===== src/rtl/hazard_freeze_ctrl_pkg.sv =====
// Shared definitions for the ID-stage hazard/freeze controller:
// SRAM-wait FSM state encoding, forwarding-select codes and small
// comparator helpers used by the top level.
package hazard_freeze_ctrl_pkg;

    // Wait counter is wide enough for the largest legal MEM_WAIT_CYCLES (15).
    localparam int WAIT_CNT_W = 4;

    typedef enum logic [1:0] {
        ST_IDLE     = 2'd0,
        ST_MEM_WAIT = 2'd1,
        ST_RELEASE  = 2'd2
    } fsm_state_t;

    // EXE operand source selects.
    localparam logic [1:0] FWD_REG = 2'd0;
    localparam logic [1:0] FWD_MEM = 2'd1;
    localparam logic [1:0] FWD_WB  = 2'd2;

    // True when a read source collides with a writing destination.
    function automatic logic src_hits(input logic       use_src,
                                      input logic [3:0] src,
                                      input logic       dest_wb_en,
                                      input logic [3:0] dest);
        return use_src & dest_wb_en & (src == dest);
    endfunction

    // Operand bypass select; the younger MEM result wins over WB.
    function automatic logic [1:0] fwd_select(input logic [3:0] src,
                                              input logic       mem_wb_en,
                                              input logic [3:0] mem_dest,
                                              input logic       wb_wb_en,
                                              input logic [3:0] wb_dest);
        logic [1:0] sel;
        sel = FWD_REG;
        if (mem_wb_en && (src == mem_dest)) begin
            sel = FWD_MEM;
        end else if (wb_wb_en && (src == wb_dest)) begin
            sel = FWD_WB;
        end
        return sel;
    endfunction

endpackage


===== src/rtl/mem_wait_fsm.sv =====
// Fixed-latency SRAM wait sequencer. Holds the whole pipeline for exactly
// MEM_WAIT_CYCLES cycles per access, then pulses o_mem_ready for one cycle
// while the MEM instruction advances. A request seen during that release
// cycle is only accepted from the following idle cycle.
module mem_wait_fsm
    import hazard_freeze_ctrl_pkg::*;
#(
    parameter int MEM_WAIT_CYCLES = 5
) (
    input  logic clk,
    input  logic rst,
    input  logic i_mem_req,
    output logic o_freeze_all,
    output logic o_mem_ready
);

    // The cycle the request is first seen in IDLE is already frozen, so the
    // counter only has to cover the remaining MEM_WAIT_CYCLES-1 cycles.
    localparam logic [WAIT_CNT_W-1:0] LOAD_VAL =
        (MEM_WAIT_CYCLES >= 2) ? WAIT_CNT_W'(MEM_WAIT_CYCLES - 2) : '0;

    fsm_state_t            r_state;
    logic [WAIT_CNT_W-1:0] r_wait_cnt;
    logic                  r_mem_ready;

    // State, wait counter and the registered ready pulse.
    // NOTE: every register here is written with <= so all of them update
    // together from the same pre-edge values; = would create order races.
    always_ff @(posedge clk) begin
        if (rst) begin
            r_state     <= ST_IDLE;
            r_wait_cnt  <= '0;
            r_mem_ready <= 1'b0;
        end else begin
            case (r_state)
                ST_IDLE: begin
                    r_mem_ready <= 1'b0;
                    if (i_mem_req) begin
                        if (MEM_WAIT_CYCLES == 1) begin
                            r_state     <= ST_RELEASE;
                            r_mem_ready <= 1'b1;
                        end else begin
                            r_state    <= ST_MEM_WAIT;
                            r_wait_cnt <= LOAD_VAL;
                        end
                    end
                end
                ST_MEM_WAIT: begin
                    if (r_wait_cnt == '0) begin
                        r_state     <= ST_RELEASE;
                        r_mem_ready <= 1'b1;
                    end else begin
                        r_wait_cnt <= r_wait_cnt - WAIT_CNT_W'(1);
                    end
                end
                ST_RELEASE: begin
                    r_state     <= ST_IDLE;
                    r_mem_ready <= 1'b0;
                end
                default: begin
                    r_state     <= ST_IDLE;
                    r_wait_cnt  <= '0;
                    r_mem_ready <= 1'b0;
                end
            endcase
        end
    end

    // Freeze starts in the same cycle the request appears in IDLE.
    assign o_freeze_all = ~rst & (((r_state == ST_IDLE) & i_mem_req) |
                                  (r_state == ST_MEM_WAIT));
    assign o_mem_ready  = ~rst & r_mem_ready;

endmodule


===== src/rtl/hazard_freeze_ctrl.sv =====
// ID-stage hazard and freeze controller. Detects RAW hazards between the
// decoding instruction and the EXE/MEM destinations, combines them with the
// SRAM wait freeze, and counts stalled cycles (saturating).
// Optional build macro FORWARDING_EN: hazards shrink to load-use only and
// EXE operand bypass selects are generated; otherwise fwd_sel1/2 are 0.
module hazard_freeze_ctrl
    import hazard_freeze_ctrl_pkg::*;
#(
    parameter int MEM_WAIT_CYCLES = 5,
    parameter int CNT_W           = 16
) (
    input  logic             clk,
    input  logic             rst,
    input  logic [3:0]       id_src1,
    input  logic [3:0]       id_src2,
    input  logic             id_use_src1,
    input  logic             id_two_src,
    input  logic [3:0]       exe_dest,
    input  logic             exe_wb_en,
    input  logic             exe_mem_r_en,
    input  logic [3:0]       mem_dest,
    input  logic             mem_wb_en,
    input  logic             mem_req,
    input  logic [3:0]       exe_src1,
    input  logic [3:0]       exe_src2,
    input  logic [3:0]       wb_dest,
    input  logic             wb_wb_en,
    output logic             freeze_front,
    output logic             bubble,
    output logic             freeze_all,
    output logic             mem_ready,
    output logic [1:0]       fwd_sel1,
    output logic [1:0]       fwd_sel2,
    output logic [CNT_W-1:0] stall_cnt
);

    logic             w_freeze_all;
    logic             w_mem_ready;
    logic             w_h1;
    logic             w_h2;
    logic             w_stall_front;
    logic [1:0]       w_fwd_sel1;
    logic [1:0]       w_fwd_sel2;
    logic [CNT_W-1:0] r_stall_cnt;

    mem_wait_fsm #(
        .MEM_WAIT_CYCLES (MEM_WAIT_CYCLES)
    ) u_mem_wait_fsm (
        .clk          (clk),
        .rst          (rst),
        .i_mem_req    (mem_req),
        .o_freeze_all (w_freeze_all),
        .o_mem_ready  (w_mem_ready)
    );

    // RAW hazard terms for both ID sources, purely from current inputs.
    // NOTE: every always_comb output gets a default first so no path can
    // leave it unassigned and infer a latch.
    always_comb begin
        w_h1 = 1'b0;
        w_h2 = 1'b0;
`ifdef FORWARDING_EN
        // With bypassing only a load in EXE cannot supply its result in time.
        w_h1 = exe_mem_r_en & src_hits(id_use_src1, id_src1, exe_wb_en, exe_dest);
        w_h2 = exe_mem_r_en & src_hits(id_two_src,  id_src2, exe_wb_en, exe_dest);
`else
        w_h1 = src_hits(id_use_src1, id_src1, exe_wb_en, exe_dest) |
               src_hits(id_use_src1, id_src1, mem_wb_en, mem_dest);
        w_h2 = src_hits(id_two_src,  id_src2, exe_wb_en, exe_dest) |
               src_hits(id_two_src,  id_src2, mem_wb_en, mem_dest);
`endif
    end

    // EXE operand bypass selects.
    always_comb begin
        w_fwd_sel1 = FWD_REG;
        w_fwd_sel2 = FWD_REG;
`ifdef FORWARDING_EN
        w_fwd_sel1 = fwd_select(exe_src1, mem_wb_en, mem_dest, wb_wb_en, wb_dest);
        w_fwd_sel2 = fwd_select(exe_src2, mem_wb_en, mem_dest, wb_wb_en, wb_dest);
`endif
    end

`ifndef FORWARDING_EN
    // Bypass-only inputs are not consumed in the full-stall build.
    logic w_unused_fwd_inputs;
    assign w_unused_fwd_inputs = ^{exe_src1, exe_src2, wb_dest, wb_wb_en, exe_mem_r_en};
`endif

    // A full-pipe freeze already holds ID, so no bubble is inserted under it.
    assign w_stall_front = ~rst & (w_h1 | w_h2) & ~w_freeze_all;

    // Saturating count of cycles in which any freeze is active.
    always_ff @(posedge clk) begin
        if (rst) begin
            r_stall_cnt <= '0;
        end else if ((w_stall_front | w_freeze_all) && (r_stall_cnt != '1)) begin
            r_stall_cnt <= r_stall_cnt + CNT_W'(1);
        end
    end

    assign freeze_front = w_stall_front;
    assign bubble       = w_stall_front;
    assign freeze_all   = w_freeze_all;
    assign mem_ready    = w_mem_ready;
    assign fwd_sel1     = rst ? FWD_REG : w_fwd_sel1;
    assign fwd_sel2     = rst ? FWD_REG : w_fwd_sel2;
    assign stall_cnt    = rst ? '0 : r_stall_cnt;

endmodule

===== config.mk =====
export PLATFORM = sky130hd
export DESIGN_NAME = hazard_freeze_ctrl
export DESIGN_NICKNAME = d
export VERILOG_FILES = /design/src/rtl/hazard_freeze_ctrl_pkg.sv /design/src/rtl/mem_wait_fsm.sv /design/src/rtl/hazard_freeze_ctrl.sv
export SDC_FILE = /design/constraint.sdc
export NUM_CORES = 1
export LEC_CHECK = 0
export ABC_AREA = 1
export ABC_CLOCK_PERIOD_IN_PS = 3500
export CAP_MARGIN = 20
export CORE_MARGIN = 4
export CORE_UTILIZATION = 49
export DETAILED_ROUTE_END_ITERATION = 10
export GPL_TIMING_DRIVEN = 0
export PLACE_DENSITY = 0.92
export SYNTH_ARGS = -nofsm -noshare
export SYNTH_HDL_FRONTEND = slang
export SYNTH_HIERARCHICAL = 1
export SYNTH_SLANG_ARGS = --single-unit

===== constraint.sdc =====
create_clock -name clk -period 3.5 [get_ports clk]
set_clock_uncertainty 0.1 [all_clocks]
set_input_delay 0.525 -clock clk [delete_from_list [all_inputs] [get_ports clk]]
set_output_delay 0.525 -clock clk [all_outputs]
set_load 0.005 [all_outputs]

==> impl_summary.md <==
Status
The run finished with clean final reports.

Synthesis
In this run, distinct cell masters in the synthesized netlist total 26. Sorting the synthesized cells by area gives the leading types as dfxtp_1 26%, nand2_1 17%, nor2_1 12%. The portion of synthesized area spent on multiplexers is 0%. The largest total area in the synthesized netlist belongs to dfxtp_1. The post-synthesis cell area is 0.00175 mm². The compound-gate portion of the synthesized area is under 10%. The fraction of the mapped netlist area in adder cells is under 10%. The instance count of the mapped netlist is between 300 and 400.

The mean area per synthesized cell is 5.75 µm². The area fraction in and, or, nand and nor cells after synthesis is between 40% and 50%. By area, the combinational part of the netlist is dominated by simple AND/OR/NAND/NOR gates. For this run, the number of Yosys warnings is 6.

The post-synthesis share of cell area spent on xor and xnor gates is less than 1%. Of the post-synthesis cell area, the dominant cell type holds roughly a quarter. The portion of the post-synthesis area used by sequential elements is 26.3%. The number of storage elements in the synthesis netlist is 23.

Final layout
The fraction of layout instances using a drive strength above 1 is approximately 8.8%. The final net count is between 300 and 400. After filler insertion, the fill cell instance count of the layout stands at slightly above 300. The repair_antennas step left the layout with diodes totalling 0. Relative to the synthesized area, the layout overhead comes to 29.5%. The post-route core utilization is around two thirds.

Route
The number of nets with antenna violations after detailed routing is 0. In this run, the number of DRC markers left after iteration 0 of detailed routing was approximately 90. After detailed routing, the average wire length per cell comes to 10.2 µm.

The first-pass iteration count of the detailed router is 5. In the routed layout, each cell is associated on average with a via count of about 4.8. After detailed routing, the total wire length is ~4 mm.

The vias after detailed routing is approximately 1,900. In the routed design, unresolved DRC markers number 0.

Pwr
Across the VDD grid, the largest voltage drop is ~0.00020 V. The power density over cell area is ~270 mW/mm². The static leakage is between 1 and 1.5 nW.

Global route
Entering global routing, the biggest net connects 14 pins. The first global-routing pass estimated between 6 and 7 mm of wire. The global routing usage summed across all routing layers is a little under a fifth. The via count of the first global-routing pass is between 1,500 and 2,000. The leftover overflow at the end of global routing is 0. The initial antenna violation count is 0.

STA
Subtracting the final worst setup slack from the clock period gives 3120 ps. The share of the clock period used by the worst path is a little under 90%. The final hold violation count is 0.

The number of slew-limit violations in the final report was 0. For the final routed database, the setup TNS stands at 0 ps. Timing would allow up to between 300 and 400 MHz. Setup repair after global routing left no endpoint under its margin. Setup violations remaining at the end of the flow were counted as 0.

Worst setup path
The startpoint of the lowest-slack register-to-register path is u_mem_wait_fsm/r_state[0]. The kind of end point of the critical path is an output pin. The last element of the critical path is freeze_front. For the worst setup path, the data required time is ~2900 ps. The endpoint identified for the worst register-to-register timing path is r_stall_cnt[14].

Data arrives at the worst endpoint at between 2000 and 2500 ps. Across all register-to-register paths, the minimum setup slack is 1710 ps. The worst register-to-register path has a depth of 10.

The highest fanout seen on the critical path is 8. The worst setup path startpoint is rst. The critical path startpoint category is an input port.

The type of the setup path with the least slack is in -> out.

Floorplan
After floorplanning, the core was divided into 21 placement rows. The standard cell core area is roughly 0.0034 mm². The number of placed I/O pins is slightly above 60. The die covers between 0.004 and 0.005 mm². The overall die width is 67.7 µm.

The die is roughly 68 µm tall. For this configuration, the core starts out at a cell density of just over 50%.

Clock network
The number of instances resized during post-cts repair is 0. Buffers inserted to repair hold after CTS numbered 0. Clock tree synthesis found a total of 23 sinks.

The total number of H-tree levels is 1. The source-to-sink clock delay at the later pin of the worst-skew pair is roughly 320 ps. After clock tree synthesis, the setup repair step added 0 buffers. The clock passes through at most 2 buffers. The cell chosen for the clock root is clkbuf_4. The CTS tree is done. In this run, CTS created clock tree buffers numbering 3. The register clock-pin slew on the reported worst setup and hold paths is about 140 ps.

Placement
The placer congestion estimate is between 0.8 and 0.9. Input and output buffers added on the ports amount to 42. Detailed placement ended at an HPWL of 3.28 mm.

Flow run
The number of maximum-capacitance constraint violations is 0.

Hold path
The type of the most critical hold path is reg -> reg. The worst hold path begins at u_mem_wait_fsm/r_mem_ready.
-- report_power, final --
| part | switching, mW | internal (mW) | leakage (nW) |
|---|---|---|---|
| logic | 0.112 | 0.0874 | 0.881 |
| clock network | 0.0862 | 0.0428 | 0.0177 |
| registers | 0.0158 | 0.277 | 0.187 |
| total | 0.214 | 0.408 | 1.09 |
-- synth_stat cells --
| library cell | n |
|---|---|
| nand3b_1 | 1 |
| nand4_1 | 4 |
| conb_1 | 1 |
| nand3_1 | 26 |
| clkbuf_1 | 2 |
| nor3_1 | 4 |
| a21oi_1 | 24 |
| nor3_4 | 1 |
| xor2_1 | 1 |
| buf_6 | 1 |
| dfxtp_1 | 23 |
| nor2_4 | 3 |
| nand3_4 | 2 |
| inv_2 | 4 |
| clkinv_1 | 2 |
| o21ai_1 | 3 |
| nand2_2 | 4 |
| inv_1 | 48 |
| nand2_1 | 77 |
| buf_2 | 4 |
| buf_4 | 5 |
| o21ai_0 | 2 |
| a21oi_2 | 1 |
| ha_1 | 2 |
| nor2_1 | 57 |
| nand2_4 | 2 |
-- stage by stage --
step	hold slack, ps	cell area [µm²]	power [mW]	setup WS (ps)	cells
5_1_grt	412	2270	0.660	226	399
3_5_place_dp	359	2240	0.498	370	395
6_report	382	2270	0.621	382	399
4_1_cts	381	2270	0.623	363	399
3_3_place_gp	348	2240	0.490	398	395
2_1_floorplan	336	1760	0.428	1670	307
-- critical path, stage by stage --
cell and delay, ps:
clkdlybuf4s50_1 640, buf_2 250, clkinv_1 210, o21ai_1 180, nor2_1 100, buf_4 150
clkdlybuf4s50_1 440
-- how the worst min path moves through the flow --
stage,cells past startpoint,endpoint,slack [ps]
floorplan,2,u_mem_wait_fsm/r_mem_ready,340
global placement,2,u_mem_wait_fsm/r_mem_ready,350
detailed placement,2,u_mem_wait_fsm/r_mem_ready,360
CTS,2,u_mem_wait_fsm/r_mem_ready,380
global route,2,u_mem_wait_fsm/r_mem_ready,410
finish,2,u_mem_wait_fsm/r_mem_ready,380
-- cell type report --
type                            count  area, µm²  share of cell area (%)
Sequential cell                    23        460                    20.3
Clock buffer                        3       22.5                   0.994
Tap cell                           46       57.6                    2.54
Clock inverter                      1       5.00                   0.221
Inverter                           54        203                    8.95
Multi-Input combinational cell    218       1020                    45.1
Buffer                             12       76.3                    3.37
Timing Repair Buffer               42        420                    18.6
-- registers in the layout, summed over array words and instances, names as in the netlist --
name,cells
r_stall_cnt,16
u_mem_wait_fsm/r_state,2
u_mem_wait_fsm/r_mem_ready,1
u_mem_wait_fsm/r_wait_cnt,4
-- routing by layer --
metal / wire (µm) / vias to the layer above / global-route usage, %
met4: 24 / 0 / 4.05
li1: - / 1020 / -
met3: 226 / 4 / 3.33
met1: 1780 / 830 / 21.6
met2: 2050 / 48 / 36.0
met5: 0 / - / 0
-- placed cells by master, fill, tap and decap left out, types with 5 or more instances in the layout --
cell / count
nand2_1: 77
nor2_1: 57
inv_1: 48
clkdlybuf4s50_1: 42
nand3_1: 26
a21oi_1: 24
dfxtp_1: 23
buf_4: 5
-- cells by family (layout without fill, tap and decap cells) --
logic type	after synthesis	after routing
xor+xnor	1	1
simple gates	181	181
compound gates	30	30
buf+inv	66	112
fa+ha+maj	2	2
other cells	1	4
flops	23	23
Power figures use the tool's default switching activity.
